==> config.mk <==
export PLATFORM = sky130hd
export DESIGN_NAME = sysid_check_master
export DESIGN_NICKNAME = d
export VERILOG_FILES = /design/src/rtl/sysid_pkg.sv /design/src/rtl/sysid_check_master.sv
export SDC_FILE = /design/constraint.sdc
export NUM_CORES = 1
export LEC_CHECK = 0
export CAP_MARGIN = 20
export CORE_ASPECT_RATIO = 0.75
export CORE_UTILIZATION = 48
export DETAILED_ROUTE_END_ITERATION = 8
export PLACE_DENSITY = 0.84
export SLEW_MARGIN = 20
export SYNTH_ARGS = -nofsm -noshare
export SYNTH_HDL_FRONTEND = slang
export SYNTH_SLANG_ARGS = --single-unit
==> constraint.sdc <==
create_clock -name clock -period 2.62 [get_ports clock]
set_input_delay 0.524 -clock clock [delete_from_list [all_inputs] [get_ports clock]]
set_output_delay 0.524 -clock clock [all_outputs]
set_load 0.05 [all_outputs]
==> src/rtl/sysid_pkg.sv <==
// Shared types and constants for the sysid check master.
// Holds the FSM state enum, register offsets and data width.
package sysid_pkg;

   typedef enum logic [2:0] {
      ST_IDLE,
      ST_ID_REQ,
      ST_ID_WAIT,
      ST_TS_REQ,
      ST_TS_WAIT,
      ST_FIN
   } state_t;

   localparam int SYSID_DATA_W    = 32;
   localparam int SYSID_ID_OFFSET = 0;
   localparam int SYSID_TS_OFFSET = 4;

endpackage

==> src/rtl/sysid_check_master.sv <==
// Avalon-MM read master that reads the sysid ID and timestamp words
// and compares them with expected values.
// Ports: clock/reset (sync, active high); start pulse;
//   avm_* read master; busy/done/pass; id_ok/ts_ok/timeout;
//   id_value/ts_value (last captured words).
module sysid_check_master
   import sysid_pkg::*;
#(
   parameter int                      ADDR_W         = 32,
   parameter logic [ADDR_W-1:0]       BASE_ADDR      = '0,
   parameter logic [SYSID_DATA_W-1:0] EXPECTED_ID    = '0,
   parameter logic [SYSID_DATA_W-1:0] EXPECTED_TS    = 32'd1374756872,
   parameter int                      TIMEOUT_CYCLES = 1024,
   parameter bit                      AUTO_START     = 1'b1
) (
   input  logic                    clock,
   input  logic                    reset,
   input  logic                    start,
   output logic [ADDR_W-1:0]       avm_address,
   output logic                    avm_read,
   input  logic                    avm_waitrequest,
   input  logic [SYSID_DATA_W-1:0] avm_readdata,
   input  logic                    avm_readdatavalid,
   output logic                    busy,
   output logic                    done,
   output logic                    pass,
   output logic                    id_ok,
   output logic                    ts_ok,
   output logic                    timeout,
   output logic [SYSID_DATA_W-1:0] id_value,
   output logic [SYSID_DATA_W-1:0] ts_value
);

   localparam int CNT_W = $clog2(TIMEOUT_CYCLES) + 1;
   localparam logic [CNT_W-1:0] CNT_LAST =
      CNT_W'(TIMEOUT_CYCLES - 1);
   localparam logic [ADDR_W-1:0] ID_ADDR =
      BASE_ADDR + ADDR_W'(SYSID_ID_OFFSET);
   localparam logic [ADDR_W-1:0] TS_ADDR =
      BASE_ADDR + ADDR_W'(SYSID_TS_OFFSET);

   state_t           state;
   logic [CNT_W-1:0] cnt;
   logic             auto_pend;

   logic accept;
   logic in_req;
   logic in_wait;
   logic cap;
   logic expire;

   assign accept  = avm_read & ~avm_waitrequest;
   assign in_req  = (state == ST_ID_REQ) |
                    (state == ST_TS_REQ);
   assign in_wait = (state == ST_ID_WAIT) |
                    (state == ST_TS_WAIT);
   assign cap     = in_wait & avm_readdatavalid;
   // A capture on the last allowed cycle beats the timeout.
   assign expire  = (in_req | in_wait) &
                    (cnt == CNT_LAST) & ~cap;

   always_ff @(posedge clock) begin
      if (reset) begin
         state       <= ST_IDLE;
         cnt         <= '0;
         auto_pend   <= AUTO_START;
         avm_read    <= 1'b0;
         avm_address <= BASE_ADDR;
         busy        <= 1'b0;
         done        <= 1'b0;
         pass        <= 1'b0;
         id_ok       <= 1'b0;
         ts_ok       <= 1'b0;
         timeout     <= 1'b0;
         id_value    <= '0;
         ts_value    <= '0;
      end else begin
         done <= 1'b0;
         unique case (state)
            ST_IDLE: begin
               if (start || auto_pend) begin
                  auto_pend   <= 1'b0;
                  state       <= ST_ID_REQ;
                  cnt         <= '0;
                  avm_read    <= 1'b1;
                  avm_address <= ID_ADDR;
                  busy        <= 1'b1;
                  pass        <= 1'b0;
                  id_ok       <= 1'b0;
                  ts_ok       <= 1'b0;
                  timeout     <= 1'b0;
               end
            end
            ST_ID_REQ, ST_TS_REQ: begin
               cnt <= cnt + 1'b1;
               if (expire) begin
                  state    <= ST_FIN;
                  avm_read <= 1'b0;
                  timeout  <= 1'b1;
                  done     <= 1'b1;
                  busy     <= 1'b0;
                  pass     <= 1'b0;
               end else if (accept) begin
                  avm_read <= 1'b0;
                  state    <= (state == ST_ID_REQ) ?
                              ST_ID_WAIT : ST_TS_WAIT;
               end
            end
            ST_ID_WAIT: begin
               cnt <= cnt + 1'b1;
               if (cap) begin
                  id_value    <= avm_readdata;
                  id_ok       <= (avm_readdata == EXPECTED_ID);
                  state       <= ST_TS_REQ;
                  cnt         <= '0;
                  avm_read    <= 1'b1;
                  avm_address <= TS_ADDR;
               end else if (expire) begin
                  state   <= ST_FIN;
                  timeout <= 1'b1;
                  done    <= 1'b1;
                  busy    <= 1'b0;
                  pass    <= 1'b0;
               end
            end
            ST_TS_WAIT: begin
               cnt <= cnt + 1'b1;
               if (cap) begin
                  ts_value <= avm_readdata;
                  ts_ok    <= (avm_readdata == EXPECTED_TS);
                  // pass is presented in FIN together with done.
                  pass     <= id_ok &
                              (avm_readdata == EXPECTED_TS);
                  state    <= ST_FIN;
                  done     <= 1'b1;
                  busy     <= 1'b0;
               end else if (expire) begin
                  state   <= ST_FIN;
                  timeout <= 1'b1;
                  done    <= 1'b1;
                  busy    <= 1'b0;
                  pass    <= 1'b0;
               end
            end
            ST_FIN: begin
               state <= ST_IDLE;
            end
            default: begin
               state    <= ST_IDLE;
               avm_read <= 1'b0;
               busy     <= 1'b0;
            end
         endcase
      end
   end

endmodule
==> summary.md <==
| Metric | Value |
|---|---|
| CTS tree | `done` |
| Die area | `between 0.008 and 0.009 mm²` |
| Post-synth cell types | `52` |
| Relative slew slack | `between 50% and 60%` |
| Gate power share | `12.9%` |
| # hold bufs at CTS | `0` |
| Grt total ovfl | `0` |
| First-pass GRT wire length | `approximately 17000 µm` |
| Clock sinks | `87` |
| F_max | `between 400 and 500 MHz` |
| Starting DRT DRC Count | `236` |
| Reg2Reg Depth | `4` |
| Hold Path Class | `flop to flop` |
| Final period util | `81.3%` |
| Post-DP HPWL | `about 7400 µm` |
| Skew final | `~0.011 ns` |
| IO Pins | `between 100 and 150` |
| Htree depth | `3` |
| CP delay by family, top | `buffers and inverters` |
| Switching Share | `between 20% and 30%` |
| Final hold violations | `0` |
| DR pass1 iterations | `5` |
| Status | `finished, final reports clean` |
| RSZ-0062 raised after global routing | `no` |
| Chip Height | `about 80 µm` |
| Initial Util | `50.7%` |
| Peak VDD IR | `between 0.3 and 0.4 mV` |
| Root buffer cell | `clkbuf_8` |
| Arrival time at the worst endpoint | `roughly 1.6 ns` |
| Post-CTS sizing | `0` |
| RR Startpoint | `state[1]` |
| Via Count | `~3600` |
| Max clock buf depth | `2` |
| Sw Pwr | `~0.00078 W` |
| Total Routing Usage GR | `25.8%` |
| Post-layout nets | `between 600 and 700` |
| Final ANT Viol Nets | `0` |
| Clk_lat worst skew | `0.36 ns` |
| Setup Fix Bufs, Post-CTS | `0` |
| Ratio of cells with drive above 1 in the final layout | `slightly below 7%` |
| GP Congestion | `0.881` |
| Syn Area/Cell | `7.94 µm²` |
| I/O Buffers | `around 110` |
| Area growth syn-to-layout | `34.4%` |
| Ant. Diodes | `0` |
| Worst setup EP type | `output port` |
| Final setup violation count | `0` |
| Total of max-cap violations | `0` |
| PD cells | `563 mW/mm²` |
| Seq/Total Area, Yosys | `a little under half` |
| Slowest-stage cell, CP | `clkdlybuf4s50_1` |
| DRC viols | `0` |
| Cells after synthesis | `around 480` |
| Max Slew Vio Count | `0` |
| Synth Warn # | `0` |
| Post-Route Utilization | `68.2%` |
| Most frequent cells in the layout | `nand2_1, clkdlybuf4s50_1, dfxtp_1, a21oi_1, conb_1` |
| Worst path required time | `approximately 2.1 ns` |
| Critical Path Start Type | `flop` |
| Yosys reg bits | `87` |
| Setup TNS | `0 ns` |
| Vias per cell | `around 5.3` |
| CTS Buf Count | `9` |
| CTS clk-pin slew, worst paths | `approximately 0.080 ns` |
| CP Max Fanout | `4` |
| Reg2reg setup slack | `around 0.56 ns` |
| Leak pwr | `roughly 1.7 nW` |
| Number of global-route vias before repair | `~3300` |
| Bufs and invs on worst path | `1` |
| Antenna violations before repair | `0` |
| WL final | `about 10000 µm` |
| CP endpoint | `pass` |
| Row cnt | `27` |
| WP depth | `1` |
| CORE AREA | `about 0.0075 mm²` |
| Critical path's largest stage delay | `roughly 0.85 ns` |
| Sequential Power Share | `between 40% and 50%` |
| Slew @ Worst Pin | `roughly 0.74 ns` |
| Filler cell count | `approximately 630` |
| CP Launch Point | `pass` |
| Final min period | `~2.1 ns` |
| Pin count of the biggest net entering global routing | `37` |
| Crit path cell chain | `clkdlybuf4s50_1` |
| Die width | `around 100 µm` |
| Clock power frac | `about 40%` |
| Syn Std Cell Area | `0.00380 mm²` |
| Wire length per cell | `15.3 µm` |
| Critical path class | `flop to output port` |
| Worst R2R End | `cnt[9]` |
| Commonest non-fill, non-tap cell in the layout | `nand2_1` |
| Cell Int Power | `0.00209 W` |
## sequential cells by signal, indices dropped and copies added (netlist names), 3 cells and up
register  cells
id_value     32
state         3
ts_value     32
cnt          11
## final cells by class
class                      instances  area, µm²  share of cell area [%]
sequential                        87       1740                    34.1
timing repair buffer             118       1160                    22.8
clock inverter                     7        120                    2.35
clock buffer                       9        124                    2.42
tap                              101        126                    2.47
multi-input combinational        356       1810                    35.5
inverter                           6       22.5                   0.441
## power by group through the flow
stage / clock, W / combinational (W) / sequential, W
2_1_floorplan: 0 / 0.000251 / 0.00142
3_3_place_gp: 0 / 0.000363 / 0.00140
3_5_place_dp: 0 / 0.000368 / 0.00140
4_1_cts: 0.00115 / 0.000369 / 0.00137
5_1_grt: 0.00120 / 0.000395 / 0.00137
6_report: 0.00114 / 0.000372 / 0.00137
## metrics by stage
stage	worst slack, ns	cell area (µm²)	instances	hold slack, ns	total power, W
2_1_floorplan	0.829	3920	509	0.452	0.00168
3_3_place_gp	0.280	4870	668	0.441	0.00176
3_5_place_dp	0.165	4870	668	0.446	0.00177
4_1_cts	0.469	5110	684	0.459	0.00289
5_1_grt	0.434	5110	684	0.477	0.00297
6_report	0.490	5110	684	0.457	0.00288
## kinds of logic after synthesis
logic type                 synth area share [%]
muxes                                     0.296
and+or+nand+nor                            24.4
xor gates and xnor gates                   1.38
adders and majority gates                 0.329
other                                    0.0986
buffers and inverters                      10.1
AOI/OAI and AO/OA                          17.6
DFF                                        45.8
## cell usage after synthesis, drive strengths merged
cell type  instances  area (µm²)
o211ai             3        27.5
a21boi             1        7.51
nor2              15        56.3
nor4b              1        8.76
xor2               5        43.8
or3                4        25.0
ha                 1        12.5
a21oi             77         385
nor4bb             1        10.0
clkbuf            19        71.3
o2111ai            4        35.0
o21a               3        22.5
or4                2        15.0
or2b               1        7.51
inv                6        22.5
a211oi             1        7.51
o221ai             1        8.76
mux2               1        11.3
or2                1        6.26
nand2            140         526
a2111oi            1        15.0
nand4              5        37.5
or3b               2        20.0
nor4               8        65.1
and3               3        18.8
dfxtp             87        1740
nand4b             1        8.76
and4               2        17.5
nor3               7        45.0
nand3              4        20.0
o21bai             2        15.0
nand3b             2        15.0
a31oi              2        12.5
conb               1        3.75
a221oi             2        17.5
o32ai              3        26.3
a311oi             2        17.5
xnor2              1        8.76
nand2b             1        6.26
buf               41         289
a221o              1        10.0
o21ai             11        62.6
nor2b              2        12.5
nor3b              1        7.51
## per-layer routing
layer | wire (µm) | track usage [%] | vias to the layer above
met4 | 159 | 6.48 | 0
li1 | - | - | 1780
met5 | 0 | 0 | -
met2 | 4900 | 43.4 | 168
met3 | 870 | 9.20 | 14
met1 | 4520 | 31.7 | 1671
## worst min path at each step
stage / startpoint / endpoint / slack, ns / depth (start not counted)
2_1_floorplan: auto_pend / auto_pend / 0.45 / 2
3_3_place_gp: ts_value[23] / ts_value[23] / 0.44 / 2
3_5_place_dp: ts_value[23] / ts_value[23] / 0.45 / 2
4_1_cts: ts_value[23] / ts_value[23] / 0.46 / 2
5_1_grt: ts_value[23] / ts_value[23] / 0.48 / 2
6_report: ts_value[23] / ts_value[23] / 0.46 / 2
(Power assumes the default switching activity.)
